--- config.mk ---
export PLATFORM = sky130hd
export DESIGN_NAME = vfr_flip_ctrl
export DESIGN_NICKNAME = d
export VERILOG_FILES = /design/src/rtl/vfr_regs_pkg.sv /design/src/rtl/vfr_init_rom.sv /design/src/rtl/vfr_flip_ctrl.sv
export SDC_FILE = /design/constraint.sdc
export NUM_CORES = 1
export LEC_CHECK = 0
export ABC_CLOCK_PERIOD_IN_PS = 2900
export BUFFER_PORTS_ARGS = -buffer_cell sky130_fd_sc_hd__buf_2
export CAP_MARGIN = 30
export CORE_ASPECT_RATIO = 1.2
export CORE_MARGIN = 2
export CORE_UTILIZATION = 51
export CTS_BUF_LIST = sky130_fd_sc_hd__clkbuf_4
export DETAILED_ROUTE_END_ITERATION = 8
export GPL_ROUTABILITY_DRIVEN = 0
export GPL_TIMING_DRIVEN = 0
export PLACE_DENSITY = 0.79
export SYNTH_ARGS = -nofsm -noshare
export SYNTH_HDL_FRONTEND = slang
export SYNTH_SLANG_ARGS = --single-unit
export TNS_END_PERCENT = 5
--- constraint.sdc ---
create_clock -name clk_clk -period 2.9 [get_ports clk_clk]
set_clock_uncertainty 0.15 [all_clocks]
set_input_delay 0 -clock clk_clk [delete_from_list [all_inputs] [get_ports clk_clk]]
set_output_delay 0 -clock clk_clk [all_outputs]
set_load 0.01 [all_outputs]
--- src/rtl/vfr_regs_pkg.sv ---
// Register map, state encoding and INIT sequence length for the frame reader sequencer.
// Latency: n/a (definitions only).
// Backpressure: n/a (definitions only).
package vfr_regs_pkg;

    // Frame reader control slave word addresses
    localparam logic [4:0] REG_CTRL          = 5'd0;
    localparam logic [4:0] REG_STATUS        = 5'd1;
    localparam logic [4:0] REG_IRQ           = 5'd2;
    localparam logic [4:0] REG_FRAME_SEL     = 5'd3;
    localparam logic [4:0] REG_F0_BASE       = 5'd4;
    localparam logic [4:0] REG_F0_WORDS      = 5'd5;
    localparam logic [4:0] REG_F0_PATTERNS   = 5'd6;
    localparam logic [4:0] REG_F0_WIDTH      = 5'd8;
    localparam logic [4:0] REG_F0_HEIGHT     = 5'd9;
    localparam logic [4:0] REG_F0_INTERLACED = 5'd10;
    localparam logic [4:0] REG_F1_BASE       = 5'd11;
    localparam logic [4:0] REG_F1_WORDS      = 5'd12;
    localparam logic [4:0] REG_F1_PATTERNS   = 5'd13;
    localparam logic [4:0] REG_F1_WIDTH      = 5'd15;
    localparam logic [4:0] REG_F1_HEIGHT     = 5'd16;
    localparam logic [4:0] REG_F1_INTERLACED = 5'd17;

    // CTRL bit positions and the value that starts video with interrupts enabled
    localparam int CTRL_GO_BIT    = 0;
    localparam int CTRL_INTEN_BIT = 1;
    localparam logic [31:0] CTRL_RUN = (32'd1 << CTRL_GO_BIT) | (32'd1 << CTRL_INTEN_BIT);

    // Number of writes in the start-up programming sequence
    localparam int INIT_LEN = 14;

    typedef enum logic [3:0] {
        S_OFF,
        S_INIT,
        S_POLL_RD,
        S_POLL_CHK,
        S_IDLE,
        S_IRQ_CLR,
        S_FLIP,
        S_HOLD,
        S_STOP,
        S_ERR
    } state_t;

endpackage

--- src/rtl/vfr_init_rom.sv ---
// Maps an INIT step index to the {address, data} pair written to the frame reader.
// Latency: combinational, 0 cycles.
// Backpressure: none; out-of-range indices return a harmless (CTRL, 0) pair.
module vfr_init_rom
    import vfr_regs_pkg::*;
#(
    parameter logic [31:0] FB0_BASE = 32'h0000_0000,
    parameter logic [31:0] FB1_BASE = 32'h0012_C000,
    parameter int          WIDTH    = 640,
    parameter int          HEIGHT   = 480
) (
    input  logic [3:0]  index,
    output logic [4:0]  address,
    output logic [31:0] data
);

    localparam logic [31:0] WORDS = 32'(WIDTH * HEIGHT);
    localparam logic [31:0] W32   = 32'(WIDTH);
    localparam logic [31:0] H32   = 32'(HEIGHT);

    // Both descriptors first, then select frame 0, then Go + IntEn last
    always_comb begin
        address = REG_CTRL;
        data    = 32'd0;
        case (index)
            4'd0:  begin address = REG_F0_BASE;       data = FB0_BASE; end
            4'd1:  begin address = REG_F0_WORDS;      data = WORDS;    end
            4'd2:  begin address = REG_F0_PATTERNS;   data = 32'd1;    end
            4'd3:  begin address = REG_F0_WIDTH;      data = W32;      end
            4'd4:  begin address = REG_F0_HEIGHT;     data = H32;      end
            4'd5:  begin address = REG_F0_INTERLACED; data = 32'd0;    end
            4'd6:  begin address = REG_F1_BASE;       data = FB1_BASE; end
            4'd7:  begin address = REG_F1_WORDS;      data = WORDS;    end
            4'd8:  begin address = REG_F1_PATTERNS;   data = 32'd1;    end
            4'd9:  begin address = REG_F1_WIDTH;      data = W32;      end
            4'd10: begin address = REG_F1_HEIGHT;     data = H32;      end
            4'd11: begin address = REG_F1_INTERLACED; data = 32'd0;    end
            4'd12: begin address = REG_FRAME_SEL;     data = 32'd0;    end
            4'd13: begin address = REG_CTRL;          data = CTRL_RUN; end
            default: begin address = REG_CTRL;        data = 32'd0;    end
        endcase
    end

endmodule

--- src/rtl/vfr_flip_ctrl.sv ---
// Programs the frame reader, confirms it runs, then clears end-of-frame irqs and flips buffers on request.
// Latency: all outputs registered; irq seen in IDLE at t gives clear write at t+1, FRAME_SEL write at t+2.
// Backpressure: none on the slave (no waitrequest); swap_req is absorbed into a single pending flag.
module vfr_flip_ctrl
    import vfr_regs_pkg::*;
#(
    parameter logic [31:0] FB0_BASE = 32'h0000_0000,
    parameter logic [31:0] FB1_BASE = 32'h0012_C000,
    parameter int          WIDTH    = 640,
    parameter int          HEIGHT   = 480,
    parameter int          POLL_MAX = 255
) (
    input  logic        clk_clk,
    input  logic        reset_reset,
    input  logic        enable,
    input  logic        swap_req,
    output logic        swap_ack,
    output logic        front_sel,
    output logic        running,
    output logic        error,
    input  logic        irq,
    output logic [4:0]  avm_address,
    output logic        avm_write,
    output logic [31:0] avm_writedata,
    output logic        avm_read,
    input  logic [31:0] avm_readdata
);

    localparam int POLL_W = (POLL_MAX < 2) ? 1 : $clog2(POLL_MAX + 1);
    localparam logic [POLL_W-1:0] POLL_LAST = POLL_W'(POLL_MAX);

    state_t            state, state_nxt;
    logic [3:0]        idx, idx_nxt, rom_idx;
    logic [POLL_W-1:0] poll_cnt, poll_nxt;
    logic              hold_cnt, hold_nxt;
    logic              pending, pend_nxt;
    logic [4:0]        addr_nxt, rom_addr;
    logic [31:0]       wdata_nxt, rom_data;
    logic              wr_nxt, rd_nxt, ack_nxt, front_nxt, run_nxt, err_nxt;
    logic              unused_rd;

    // Only the running bit of STATUS is meaningful to the sequencer
    assign unused_rd = ^avm_readdata[31:1];

    // The bus shows the write for the step being entered, so look up one index ahead
    assign rom_idx = (state == S_INIT) ? idx + 4'd1 : 4'd0;

    vfr_init_rom #(
        .FB0_BASE (FB0_BASE),
        .FB1_BASE (FB1_BASE),
        .WIDTH    (WIDTH),
        .HEIGHT   (HEIGHT)
    ) u_rom (
        .index   (rom_idx),
        .address (rom_addr),
        .data    (rom_data)
    );

    // Next state plus the bus/status values that accompany the state being entered
    always_comb begin
        state_nxt = state;
        idx_nxt   = idx;
        poll_nxt  = poll_cnt;
        hold_nxt  = hold_cnt;
        pend_nxt  = pending;
        wr_nxt    = 1'b0;
        rd_nxt    = 1'b0;
        addr_nxt  = 5'd0;
        wdata_nxt = 32'd0;
        ack_nxt   = 1'b0;
        front_nxt = front_sel;
        run_nxt   = running;
        err_nxt   = error;

        if (swap_req && state != S_OFF && state != S_ERR)
            pend_nxt = 1'b1;

        case (state)
            S_OFF: begin
                if (enable) begin
                    state_nxt = S_INIT;
                    idx_nxt   = 4'd0;
                    front_nxt = 1'b0;
                    wr_nxt    = 1'b1;
                    addr_nxt  = rom_addr;
                    wdata_nxt = rom_data;
                end
            end
            S_INIT: begin
                if (idx == 4'(INIT_LEN - 1)) begin
                    state_nxt = S_POLL_RD;
                    poll_nxt  = '0;
                    rd_nxt    = 1'b1;
                    addr_nxt  = REG_STATUS;
                end else begin
                    idx_nxt   = idx + 4'd1;
                    wr_nxt    = 1'b1;
                    addr_nxt  = rom_addr;
                    wdata_nxt = rom_data;
                end
            end
            S_POLL_RD: state_nxt = S_POLL_CHK;
            S_POLL_CHK: begin
                if (avm_readdata[0]) begin
                    run_nxt   = 1'b1;
                    state_nxt = S_IDLE;
                end else if (poll_cnt == POLL_LAST) begin
                    err_nxt   = 1'b1;
                    state_nxt = S_ERR;
                end else begin
                    poll_nxt  = poll_cnt + 1'b1;
                    state_nxt = S_POLL_RD;
                    rd_nxt    = 1'b1;
                    addr_nxt  = REG_STATUS;
                end
            end
            S_IDLE: begin
                if (!enable) begin
                    state_nxt = S_STOP;
                    wr_nxt    = 1'b1;
                    addr_nxt  = REG_CTRL;
                    run_nxt   = 1'b0;
                end else if (irq) begin
                    state_nxt = S_IRQ_CLR;
                    wr_nxt    = 1'b1;
                    addr_nxt  = REG_IRQ;
                    wdata_nxt = 32'd1;
                end
            end
            S_IRQ_CLR: begin
                // A request arriving in this very cycle still counts for this flip
                if (pend_nxt) begin
                    state_nxt = S_FLIP;
                    wr_nxt    = 1'b1;
                    addr_nxt  = REG_FRAME_SEL;
                    wdata_nxt = {31'd0, ~front_sel};
                    front_nxt = ~front_sel;
                    ack_nxt   = 1'b1;
                    pend_nxt  = 1'b0;
                end else begin
                    state_nxt = S_HOLD;
                    hold_nxt  = 1'b0;
                end
            end
            S_FLIP: begin
                state_nxt = S_HOLD;
                hold_nxt  = 1'b0;
            end
            S_HOLD: begin
                // irq may still be high while the slave deasserts it; ignore it here
                if (hold_cnt) state_nxt = S_IDLE;
                else          hold_nxt  = 1'b1;
            end
            S_STOP: begin
                run_nxt   = 1'b0;
                pend_nxt  = 1'b0;
                state_nxt = S_OFF;
            end
            S_ERR: state_nxt = S_ERR;
            default: state_nxt = S_OFF;
        endcase
    end

    // State and registered outputs; reset wins everywhere, including mid-INIT
    always_ff @(posedge clk_clk) begin
        if (reset_reset) begin
            state         <= S_OFF;
            idx           <= 4'd0;
            poll_cnt      <= '0;
            hold_cnt      <= 1'b0;
            pending       <= 1'b0;
            avm_address   <= 5'd0;
            avm_write     <= 1'b0;
            avm_writedata <= 32'd0;
            avm_read      <= 1'b0;
            swap_ack      <= 1'b0;
            front_sel     <= 1'b0;
            running       <= 1'b0;
            error         <= 1'b0;
        end else begin
            state         <= state_nxt;
            idx           <= idx_nxt;
            poll_cnt      <= poll_nxt;
            hold_cnt      <= hold_nxt;
            pending       <= pend_nxt;
            avm_address   <= addr_nxt;
            avm_write     <= wr_nxt;
            avm_writedata <= wdata_nxt;
            avm_read      <= rd_nxt;
            swap_ack      <= ack_nxt;
            front_sel     <= front_nxt;
            running       <= run_nxt;
            error         <= err_nxt;
        end
    end

endmodule

## Word-level counts from Yosys, hierarchy flattened

Memory sizes are Yosys's and may differ from the RTL's.
Cells that the tools add are included.

| operators by class | value |
|---|---|
| add/subtract/negate cells | 2 |
| eq/ne operators | 23 |
| muxes and demuxes | 50 |
| bitwise gates (word level) | 3 |
| reductions and logical operators | 18 |

Operators by type and width:

| operator | count |
|---|---|
| $pmux 32 s4 | 1 |
| $mux 32 | 2 |
| $mux 4 | 10 |
| $pmux 4 s9 | 1 |
| $pmux 5 s5 | 1 |
| $mux 8 | 3 |
| $mux 1 | 20 |
| $ne 2x2->1 const B | 9 |
| $eq 4x3->1 const B | 4 |
| $pmux 8 s2 | 1 |
| $eq 4x4->1 const B | 3 |
| $reduce_and 3->1 | 4 |
| $mux 5 | 2 |
| $add 8x1->8 const B | 1 |
| $eq 4x2->1 const B | 2 |
| $eq 8x8->1 const B | 1 |
| $pmux 4 s2 | 1 |
| $reduce_and 4->1 | 2 |
| $mux 2 | 3 |
| $pmux 1 s3 | 2 |
| $reduce_bool 2->1 | 3 |
| $reduce_bool 3->1 | 2 |
| $add 4x1->4 const B | 1 |
| $eq 4x1->1 const B | 1 |
| other kinds (12) | 16 |

| storage, ports and cells | value |
|---|---|
| bits in registers | 61 |
| bits in read-only memories | 304 |
| bits of input ports | 37 |
| output and inout port bits | 43 |
| word-level logic and storage cells | 110 |
| memories kept | 1 |

Memories:

| memory | depth | bits a word | read ports | clocked after Yosys merged registers in | wr ports | line | text |
|---|---|---|---|---|---|---|---|
| (no name shown) | 16 | 19 | 1 | 0 | 0 | vfr_init_rom.sv:25 | `case (index)` |

## Logic depth before layout (Yosys ltp)

| logic depth | value |
|---|---|
| depth in word-level cells | 6 |
| mapped depth | 9 |

## Modules after synthesis

Synthesis repeated with hierarchy kept, for this count alone.

| second synthesis, totals | value |
|---|---|
| cells, all modules | 314 |
| area total of the unflattened synthesis | 2,797.7 um^2 |

By module, submodules not included:

| module | instances | cells an instance | area each (um^2) | seq. area each (um^2) |
|---|---|---|---|---|
| vfr_flip_ctrl | 1 | 248 | 2,292.2 | 1,221.2 |
| vfr_init_rom | 1 | 66 | 505.5 | 0.0 |

## Worst setup path after synthesis

OpenSTA, ideal clock, no wires.

| timing | value |
|---|---|
| kind | register -> register |
| from | register state[1] |
| to | register avm_address[0] |
| data arrival time | 2.408 ns |
| slack | 0.285 ns |
| cell stages (with the launch flop) | 9 |
| path through | dfxtp_1 -> or4b_1 -> buf_2 -> nor2_1 -> ha_1 -> inv_1 -> or4b_2 -> a2bb2oi_1 -> o21ba_2 |

| between the ends | value |
|---|---|
| cells in the longest elaborated chain, start to end | 6 |
| elaborated cells on any way between the ends | 16 |
| those cells by class | 5 x eq/ne; 6 x mux; 4 x reduce/logical; 1 x memory |

Ends and longest elaborated chain:

| item | line | text |
|---|---|---|
| start, declared | vfr_flip_ctrl.sv:32 | `state_t state, state_nxt;` |
| start signal, assigned | vfr_flip_ctrl.sv:181 | `state <= state_nxt;` |
| branches (longest 5 deep; another with $mem_v2 16x19) | n/a |  |
| $pmux 5 s5 (*) | vfr_flip_ctrl.sv:78 | `case (state)` |
| end signal, assigned | vfr_flip_ctrl.sv:186 | `avm_address <= addr_nxt;` |
| end, declared | vfr_flip_ctrl.sv:22 | `output logic [4:0] avm_address,` |

Every way passes the cells marked *.
A chain may end at the register's enable or synchronous reset.

## Worst setup path after layout

Same ends and word-level chain as after synthesis.

==> flow_summary.ini <==
[synthesis]
yosysTopAreaCell = dfxtp_1
synth_edf_count = 0
synth_cells = 269
synthTopCellsByArea = dfxtp_1, buf_4, a21oi_1, nor2_1, ha_1
ys_warn_count = 0
yosys.area.top_type_share_pct = 34.7
synthArstFlopShare_pct = 0
yosysUniqueCellTypes = 49
syn_area_mm2 = 0.00213
avgSynthCellArea_um2 = 7.94
synth_seq_cells = 37
synthFlopType = dfxtp_1
ys_seq_area_share_pct = 34.7

[status]
outcome = finished clean

[setup_path]
critPathArrivalTime_ns = 2.90
cp_slowest_cell = or4b_2
worstPathCellList = or4b_1, buf_2, nor2_2, ha_2, inv_1, or4b_2, a2bb2oi_1, o21ba_2
crit_fanout = 7
critical-path-max-stage-delay_ns = 0.63
crit_start = state[1]$_SDFFE_PP0P_
cp_data_required_time_ns = 3.05
worst_setup_path_end_kind = register
crit-reg2reg-launch = state[1]$_SDFFE_PP0P_
path_class = register to register
start_kind = register

[floorplanning]
core_mm2 = 0.00397
rows = 25
dieArea_mm2 = 0.00472
initial_core_util_pct = 53.7
io_pins = 80
fp.dieH_um = 74.9
die_w_um = 63.1

[final_layout]
drive_gt1_share_pct = 22.5
num-fill-cells = 371
fin_util_pct = 63.6
area_delta_synth_final_pct = 18.4
register_area_um2 = 742
final_nets = 371
final_common_cell = dfxtp_1
final_cell_mix = dfxtp_1, buf_2, nor2_1
fin_cells = 383
stdcell_area_mm2 = 0.00253
multi_input_area_mm2 = 0.00119
diodes = 0

[routing]
routed_wirelength_um = 4610
drt_first_pass_iters = 4
drc = 0
avgRoutedWirePerCell_um = 12.0
final_antenna_net_count = 0
viasPerCell = 5.25
via_count = 2012
drt-initial-drc-count = 91

[sta]
max_freq_mhz = 364
period_minus_slack_ns = 2.75
post-route-period-util_pct = 94.7
setup_tns_ns = 0
rsz0062_at_grt = no
worst_slack_ns = 0.152
finalMaxSlewViolations = 0
finalSetupViolCount = 0
worstMarginPinSlew_ns = 0.730
hold_viol_final = 0
maxSlewHeadroom_pct = 51.2

[clock_tree]
cts_buffers = 5
cts_tree = built
post_cts_buffers = 0
h-tree-depth = 2
root_buffer = clkbuf_4
cts.path.max_buffers = 2
cts.sinks = 37
insertion_delay_ns = 0.34
clkTransAtPathRegs_ns = 0.12

[pwr]
cellLeakagePower_uw = 0.00110
p_per_area_mw_per_mm2 = 453
clockPowerShare_pct = 23.3
seqPwrFrac_pct = 48.4
vdd_drop_max_mv = 0.279
combPwrFrac_pct = 28.4
swShare_pct = 33.9
internal_power_uw = 757
power.switching_uw = 388

[grt]
grt_pass1_wl_um = 7580
grt_pass1_vias = 1741
grt_max_degree = 13
antenna_found_initial = 0
grt_usage_pct = 20.4
grt-ovfl-total = 0

[hold_path]
min_path_type = input port to register
min_from = enable

[placement]
dpl_cell_area_mm2 = 0.00242
dpl.cell_count = 370
io_buffer_count = 30
hpwl_um = 3480
pre_cts_slack_ns = 0.0628

[flow_run]
max-cap-violations = 0
-- power groups by stage --
stage	clock, uW	sequential [uW]	combinational [uW]
global placement	0	563	306
CTS	278	553	317
global route	300	558	361
detailed placement	0	565	307
floorplan	0	568	232
finish	266	554	325
-- sequential cells by signal, summed over array words and instances (netlist names) --
register	count
pending	1
idx	4
poll_cnt	8
avm_writedata	8
swap_ack	1
hold_cnt	1
avm_address	5
state	4
avm_read	1
error	1
front_sel	1
avm_write	1
running	1
-- repair_timing --
item,CTS,global route
hold buffers,5,0
gates resized for setup,0,3
endpoints found under the hold margin,11,0
setup endpoints to repair,0,1
-- final timing paths --
check,end,slack (ns),cells past startpoint
worst max-delay path,avm_address[0]$_SDFF_PP0_,0.15,8
worst min-delay path,idx[0]$_SDFFE_PP0P_,0.04,4
worst max register to register,avm_address[0]$_SDFF_PP0_,0.15,8
worst min register to register,poll_cnt[1]$_SDFFE_PP0P_,0.34,2
-- through the flow --
stage,hold WS (ns),power (uW)
final,0.0399,1150
after global routing,0.0806,1220
after CTS,0.0260,1150
after detailed placement,0.166,872
after global placement,0.153,869
after floorplan,0.0321,800
-- cell families (layout without fill, tap and decap cells) --
logic type	count (synthesis)	count (layout)	share of synthesized area, %
AND/OR/NAND/NOR	101	101	24.7
AO/OA/AOI/OAI	68	68	19.9
flip-flops	37	37	34.7
adder cells (fa/ha/maj)	6	6	3.52
XOR/XNOR	9	9	3.69
other	1	18	0.176
buffers and inverters	46	89	12.7
multiplexers	1	1	0.528
-- Yosys cell counts, types with 3 or more instances --
master and instances:
dfxtp_1 37, nor2_1 27, a21oi_1 25, buf_4 24
nand2_1 19, o21ai_0 13, clkbuf_1 12, nand3_1 12
inv_1 8, a211oi_1 7, nor3_1 7, xnor2_1 7
a31oi_1 6, ha_1 6, nor4_1 5, or3_1 5
nand2b_1 4, nand3b_1 4, and2_1 3, nor2b_1 3
-- area by class of cell --
class | count | share of cell area, %
well taps | 54 | 2.67
inverters | 8 | 1.19
clock inverters | 3 | 0.693
repair buffers | 35 | 7.92
plain buffers | 38 | 9.55
flip-flops and latches | 37 | 29.4
multi-input cells | 203 | 47.1
clock buffers | 5 | 1.49
-- worst max-delay path, delay by kind of cell (launching register included) --
family	cells	cell delay [ns]
AND/OR/NAND/NOR	3	1.30
flip-flops	1	0.38
AO/OA/AOI/OAI	2	0.36
adder cells (fa/ha/maj)	1	0.26
buffers and inverters	2	0.25
-- routing by layer --
layer	track usage [%]	routed length, um
met2	37.0	2340
met3	5.08	282
met5	0	0
met1	22.8	1920
met4	9.38	68
Note: power is estimated with default switching activity, not from simulation.
